$ cat config.mk
export PLATFORM = sky130hd
export DESIGN_NAME = multdiv_ctrl
export DESIGN_NICKNAME = d
export VERILOG_FILES = /design/src/rtl/cpu_pkg.sv /design/src/rtl/md_watchdog.sv /design/src/rtl/multdiv_ctrl.sv
export SDC_FILE = /design/constraint.sdc
export NUM_CORES = 1
export LEC_CHECK = 0
export BUFFER_PORTS_ARGS = -buffer_cell sky130_fd_sc_hd__buf_2
export CAP_MARGIN = 0
export CORE_MARGIN = 2
export CORE_UTILIZATION = 49
export DETAILED_ROUTE_END_ITERATION = 10
export PLACE_DENSITY = 0.83
export SYNTH_ARGS = -nofsm -noshare
export SYNTH_HDL_FRONTEND = slang
export SYNTH_SLANG_ARGS = --single-unit
$ cat constraint.sdc
create_clock -name clock -period 4.3 [get_ports clock]
set_input_delay 0.43 -clock clock [delete_from_list [all_inputs] [get_ports clock]]
set_output_delay 0.43 -clock clock [all_outputs]
set_load 0.02 [all_outputs]
$ cat src/rtl/cpu_pkg.sv
// Shared execute-stage definitions: multdiv sequencer states, exception codes,
// the status register index and the decoder's aluop codes.
package cpu_pkg;

  typedef enum logic [1:0] {
    ST_IDLE  = 2'd0,
    ST_ISSUE = 2'd1,
    ST_BUSY  = 2'd2,
    ST_DONE  = 2'd3
  } md_state_e;

  localparam logic [31:0] EXC_MULT    = 32'd4;
  localparam logic [31:0] EXC_DIV     = 32'd5;
  localparam logic [4:0]  REG_RSTATUS = 5'd30;
  localparam logic [4:0]  ALU_MULT    = 5'b00110;
  localparam logic [4:0]  ALU_DIV     = 5'b00111;

  function automatic logic [31:0] exc_code(input logic is_div);
    return is_div ? EXC_DIV : EXC_MULT;
  endfunction

endpackage

$ cat src/rtl/md_watchdog.sv
// Cycle counter bounding how long the sequencer waits on multdiv ready.
// expired is high while the count sits at LAT_LIMIT-1 (the last allowed cycle).
module md_watchdog #(
  parameter int LAT_LIMIT = 64
) (
  input  logic clock,
  input  logic reset_n,
  input  logic clear,
  input  logic enable,
  output logic expired
);

  localparam logic [6:0] EXPIRE_AT = 7'(LAT_LIMIT - 1);

  logic [6:0] r_count;

  always_ff @(posedge clock or negedge reset_n) begin
    if (!reset_n) begin
      r_count <= 7'd0;
    end else if (clear) begin
      r_count <= 7'd0;
    end else if (enable) begin
      r_count <= r_count + 7'd1;
    end
  end

  assign expired = (r_count == EXPIRE_AT);

endmodule

$ cat src/rtl/multdiv_ctrl.sv
// Execute-stage sequencer for the iterative multiply/divide unit: freezes the
// front end, starts the datapath, waits (with watchdog) and retires via its own writeback.
//
// state | meaning
// IDLE  | waiting for a mult/div in DX; stall asserted combinationally on start
// ISSUE | one-cycle start pulse to the datapath, watchdog cleared
// BUSY  | waiting for md_ready or watchdog expiry; abort returns to IDLE
// DONE  | writeback cycle, DX squashed, front end released
module multdiv_ctrl
  import cpu_pkg::*;
#(
  parameter int LAT_LIMIT = 64
) (
  input  logic        clock,
  input  logic        reset_n,
  input  logic        dx_valid,
  input  logic        dx_mult,
  input  logic        dx_div,
  input  logic [4:0]  dx_rd,
  input  logic [31:0] dx_a,
  input  logic [31:0] dx_b,
  input  logic        abort,
  input  logic        md_ready,
  input  logic        md_exception,
  input  logic [31:0] md_result,
  output logic        md_ctrl_mult,
  output logic        md_ctrl_div,
  output logic [31:0] md_a,
  output logic [31:0] md_b,
  output logic        stall,
  output logic        dx_squash,
  output logic        wb_valid,
  output logic [4:0]  wb_rd,
  output logic [31:0] wb_data
);

  md_state_e   r_state;
  md_state_e   w_state_nxt;
  logic        r_is_div;
  logic [4:0]  r_rd;
  logic [31:0] r_a;
  logic [31:0] r_b;
  logic [4:0]  r_wb_rd;
  logic [31:0] r_wb_data;

  logic w_start;
  logic w_accept;
  logic w_capture;
  logic w_exc;
  logic w_expired;

  assign w_start  = dx_valid & (dx_mult | dx_div) & ~abort;
  assign w_accept = (r_state == ST_IDLE) & w_start;
  // Missing ready at capture time means the watchdog fired.
  assign w_exc    = ~md_ready | md_exception;

  md_watchdog #(
    .LAT_LIMIT(LAT_LIMIT)
  ) u_watchdog (
    .clock   (clock),
    .reset_n (reset_n),
    .clear   (r_state == ST_ISSUE),
    .enable  (r_state == ST_BUSY),
    .expired (w_expired)
  );

  always_ff @(posedge clock or negedge reset_n) begin
    if (!reset_n) begin
      r_state <= ST_IDLE;
    end else begin
      r_state <= w_state_nxt;
    end
  end

  always_comb begin
    w_state_nxt = r_state;
    w_capture   = 1'b0;
    case (r_state)
      ST_IDLE: begin
        if (w_start) w_state_nxt = ST_ISSUE;
      end
      ST_ISSUE: begin
        w_state_nxt = abort ? ST_IDLE : ST_BUSY;
      end
      ST_BUSY: begin
        if (abort) begin
          w_state_nxt = ST_IDLE;
        end else if (md_ready || w_expired) begin
          w_state_nxt = ST_DONE;
          w_capture   = 1'b1;
        end
      end
      ST_DONE: begin
        w_state_nxt = ST_IDLE;
      end
      default: begin
        w_state_nxt = ST_IDLE;
      end
    endcase
  end

  always_ff @(posedge clock or negedge reset_n) begin
    if (!reset_n) begin
      r_is_div  <= 1'b0;
      r_rd      <= 5'd0;
      r_a       <= 32'd0;
      r_b       <= 32'd0;
      r_wb_rd   <= 5'd0;
      r_wb_data <= 32'd0;
    end else begin
      if (w_accept) begin
        r_is_div <= ~dx_mult;
        r_rd     <= dx_rd;
        r_a      <= dx_a;
        r_b      <= dx_b;
      end
      if (w_capture) begin
        r_wb_rd   <= w_exc ? REG_RSTATUS : r_rd;
        r_wb_data <= w_exc ? exc_code(r_is_div) : md_result;
      end
    end
  end

  assign md_ctrl_mult = (r_state == ST_ISSUE) & ~r_is_div;
  assign md_ctrl_div  = (r_state == ST_ISSUE) & r_is_div;
  assign md_a         = r_a;
  assign md_b         = r_b;
  assign stall        = w_accept | (r_state == ST_ISSUE) | (r_state == ST_BUSY);
  assign dx_squash    = (r_state == ST_DONE);
  assign wb_valid     = (r_state == ST_DONE);
  assign wb_rd        = r_wb_rd;
  assign wb_data      = r_wb_data;

endmodule

After elaboration in Yosys (flattened, before gate mapping)
Cells that the tools add are included.

Bits of input ports: 109. Logic and storage cells: 45. Bits in registers: 116.

Multiplexer cells: 13. Bitwise operators: 13. Add/sub/neg operators: 1. Reductions and logical operators: 4. Equality and inequality tests: 6.

Operator list (number): $mux W32 (1); $mux W7 (2); $mux W2 (4); $pmux W2 S4 (1); $add A7 B1 Y7 const B (1); $eq A7 B6 Y1 const B (1); $and A1 B1 Y1 (5); $mux W5 (1); $eq A2 B2 Y1 const B (2); $mux W1 (4); $not A1 Y1 (4); $or A1 B1 Y1 (4); $ne A3 B3 Y1 const B (1); $eq A2 B1 Y1 const B (1); $logic_not A2 Y1 (1); $ne A2 B2 Y1 const B (1); $reduce_and A2 Y1 (1); $reduce_bool A2 Y1 (1); $logic_or A1 B1 Y1 (1).

Depth between registers and ports, before layout
Depth after elaboration: 6. Depth in mapped cells: 7.

Cells and area by module
From an unflattened synthesis, not the netlist that was laid out.

Cells, all modules: 349. Area total of the unflattened synthesis: 5074.9 sq um.

Modules (own cells, without submodules): multdiv_ctrl (instances 1, seq. area each 2727.6 sq um, area an instance 4750.8 sq um, cells an instance 319); md_watchdog (instances 1, seq. area each 175.2 sq um, area an instance 324.1 sq um, cells an instance 30).

Worst setup path after synthesis
OpenSTA, ideal clock, no wires.

Kind: flip-flop to output port. Start: register r_state[0]. End: output port stall. Cell stages (with the launch flop): 6. Path slack: 2589 ps. Buffers on the path: 1. Arrival: 1281 ps. Required time: 3870 ps. Cell sequence: dfrtp_1 > inv_1 > ha_1 > o2111ai_4 > buf_6 > nand2_1.

Cells in the longest elaborated chain, start to end: 4. Elaborated cells on any way between the ends: 6.

Ends and longest elaborated chain: start: declaration (line multdiv_ctrl.sv:37) `md_state_e r_state;`; start signal: assignment (line multdiv_ctrl.sv:71) `r_state <= w_state_nxt;`; $logic_not A2 Y1 (line multdiv_ctrl.sv:53) `assign w_accept = (r_state == ST_IDLE) & w_start;`; $and A1 B1 Y1 (line multdiv_ctrl.sv:53); $or A1 B1 Y1 (line multdiv_ctrl.sv:128) `assign stall = w_accept | (r_state == ST_ISSUE) | (r_state == ST_BUSY);`; $or A1 B1 Y1 * (line multdiv_ctrl.sv:128); end: declaration (line multdiv_ctrl.sv:30) `output logic stall,`.

Mark *: on every way between the ends. The rest lies on a longest branch, timed or not.

Worst setup path in the final report
Same ends and word-level chain as after synthesis.

==> run metrics <==
status=finished, final reports clean; class of the most critical setup path=reg2out; crit path capture type=primary output; final worst hold slack=around 0.10 ns; drt via density=5.12; Setup Fix Bufs, Post-CTS=0; unrepaired setup endpoints after global routing=false; clock insertion delay at the later pin of the skew report=~0.50 ns; routed wire length=~11 mm; number of standard cells after synthesis=roughly 300; endpoint of the worst register-to-register path=md_b[24]; hold violation count in the final report=0; CTS-repair resized insts=0; Hold-fix buffers, CTS=0; launch instance of the worst register-to-register path=r_state[0]; startpoint types=flop; cell with the most instances after synthesis=dfrtp_1; All-Layer GR Usage=0.214; Filler Cell Count=680; list of cells traversed by the critical path=inv_1, ha_1, o2111ai_4, buf_4, nand2_1, buf_2; placeable core region=between 9000 and 10000 um2; placement row count=35; Mapped Nets=between 400 and 500; power per standard cell area=roughly 840 nW/um2; required time of the worst setup path=3.87 ns; Synth area leader=dfrtp_1; buffer type at the clock tree root=clkbuf_8; Arr. time, crit path=2.10 ns; Bufs and invs on worst path=3; mean cell area of the mapped netlist=approximately 15 um2; netlist area before placement=4620 um2; Slowest cell on crit path=dfrtp_1; first-pass iteration count of the detailed router=4; proportion of layout cells with a drive suffix above 1=0.614; WL per Instance=17.0 um; number of diodes=0; number of pins with negative max-slew slack in the final report=0; share of async-settable or async-resettable flops after synthesis=1.00; share of the yosys chip area belonging to registers=0.628; final weighted congestion of routability-driven global placement=between 0.8 and 0.9; clock-pin slew on the worst setup and hold paths=around 0.06 ns; clock sink count=116; headroom to the max-slew limit=0.161; worst clock skew on the final layout=roughly 0.01 ns; # nets final=approximately 630; estimated wirelength of the detail-placed design=between 7 and 8 mm; overall die area=just over 10000 um2; Max IR drop VDD=about 0.0004 V; register-to-register setup slack=1.91 ns; area added between synthesis and finish=36.1%; Setup TNS=0 ns; depth of the CTS H-tree=4; detailed router's first-iteration violation count=around 110; Port Buffer Count=roughly 210; aggregate global routing overflow=0; Worst-Margin Slew=approximately 1.3 ns; initial antenna violation count=0; TritonCTS clock tree=yes; Die Span Y=between 100 and 150 um; top fanout value on the critical path=24; post-route ant nets=0; type of the worst min-delay path=in2async; endpoints failing setup=0; delay of the slowest cell on the worst path=about 0.4 ns; first-pass GRT wire length=16.8 mm; part of the cycle the worst path needs=0.588; commonest register cell after synthesis=dfrtp_1; number of warnings reported in the yosys synthesis log=0; via count of the first global-routing pass=3401; DIE WIDTH=~100 um; maximum number of pins on one net before global-route repair=86; DRC errors left=0; worst reg-to-reg path cell count=6; top post-synthesis cells by count=dfrtp_1, mux2_2, a22o_1; Max Clk Rate=396 MHz; Largest delay share family, worst path=buffers and inverters; via count of the routed design=roughly 3300; Boundary Pins=215; initial core utilization=0.503; count of max-cap constraint violations=0; post-synth top area share=0.628; CTS Buf Count=17; ranking of synthesized cells by area=dfrtp_1, mux2_2, a22o_1; count of different cell masters after synthesis=36; maximum clock insertion buffer count=2; shortest period the worst path allows=2.53 ns; total of flip-flops plus latches after synthesis=about 120; P_leak=between 3 and 4 nW; number of enable flip-flop cells after synthesis=0
[registers in the layout, indices dropped and copies added, names as in the netlist]
name,count
u_watchdog.r_count,7
md_a,32
md_b,32
r_is_div,1
r_rd,5
wb_data,32
r_state,2
wb_rd,5
[stage by stage]
stage / total power, W / cells / util / instance area (um2) / setup slack (ns)
floorplan: 0.00317 / 299 / - / 4620 / 2.59
global placement: 0.00382 / 611 / 0.621 / 5710 / 1.94
detailed placement: 0.00390 / 611 / 0.621 / 5710 / 1.89
CTS: 0.00531 / 642 / 0.684 / 6290 / 1.74
global route: 0.00554 / 642 / 0.684 / 6290 / 1.65
finish: 0.00526 / 642 / 0.684 / 6290 / 1.77
[area by class of cell]
type | count | area (um2) | share of cell area
flip-flops and latches | 116 | 2900 | 0.461
multi-input cells | 161 | 1550 | 0.246
clock inverters | 13 | 159 | 0.0252
clock buffers | 18 | 428 | 0.0680
inverters | 6 | 23.8 | 0.00378
repair buffers | 217 | 1100 | 0.174
well taps | 111 | 139 | 0.0221
[power breakdown]
group	total [W]	switching [W]	leakage [nW]	internal (W)
combinational	0.00201	0.00116	1.55	0.000845
clock	0.00138	0.000492	0.283	0.000892
sequential	0.00187	0.000272	1.44	0.00160
total	0.00526	0.00193	3.28	0.00334
[placed cells by master, fill, tap and decap left out, types with 5 or more instances in the layout]
cell type	n
dfrtp_1	116
inv_1	5
o22a_1	5
buf_2	213
clkbuf_16	16
o21ai_0	7
nand2_1	5
clkinv_2	5
mux2_4	6
nor2_1	6
mux2_2	65
a22o_1	32
ha_1	6
[worst max path at each step]
stage | start | endpoint | slack [ns] | cells after the start
global placement | dx_div | md_b[26] | 1.94 | 5
CTS | r_state[0] | stall | 1.74 | 6
finish | r_state[0] | stall | 1.77 | 6
global route | r_state[0] | stall | 1.65 | 6
floorplan | r_state[0] | stall | 2.59 | 5
detailed placement | dx_div | md_a[9] | 1.89 | 5
[layer usage]
metal | up-vias | share of wire | global-route usage
met2 | 143 | 0.51 | 0.363
met5 | - | 0 | 0
met1 | 1596 | 0.40 | 0.258
met4 | 0 | 0.025 | 0.0904
met3 | 20 | 0.066 | 0.0614
li1 | 1527 | - | -
[worst reg2reg max path, stage by stage (launching register included)]
cell and delay, ns:
dfrtp_1 0.40, inv_1 0.10, ha_1 0.25, o2111ai_4 0.20, buf_4 0.38, buf_4 0.52, mux2_2 0.43
[logic make-up after synthesis]
| kind of cell | share of synthesized area |
|---|---|
| flops | 0.628 |
| simple gates | 0.0349 |
| mux | 0.185 |
| buf+inv | 0.0379 |
| fa+ha+maj | 0.0162 |
| compound gates | 0.0988 |
Power figures use the tool's default switching activity.
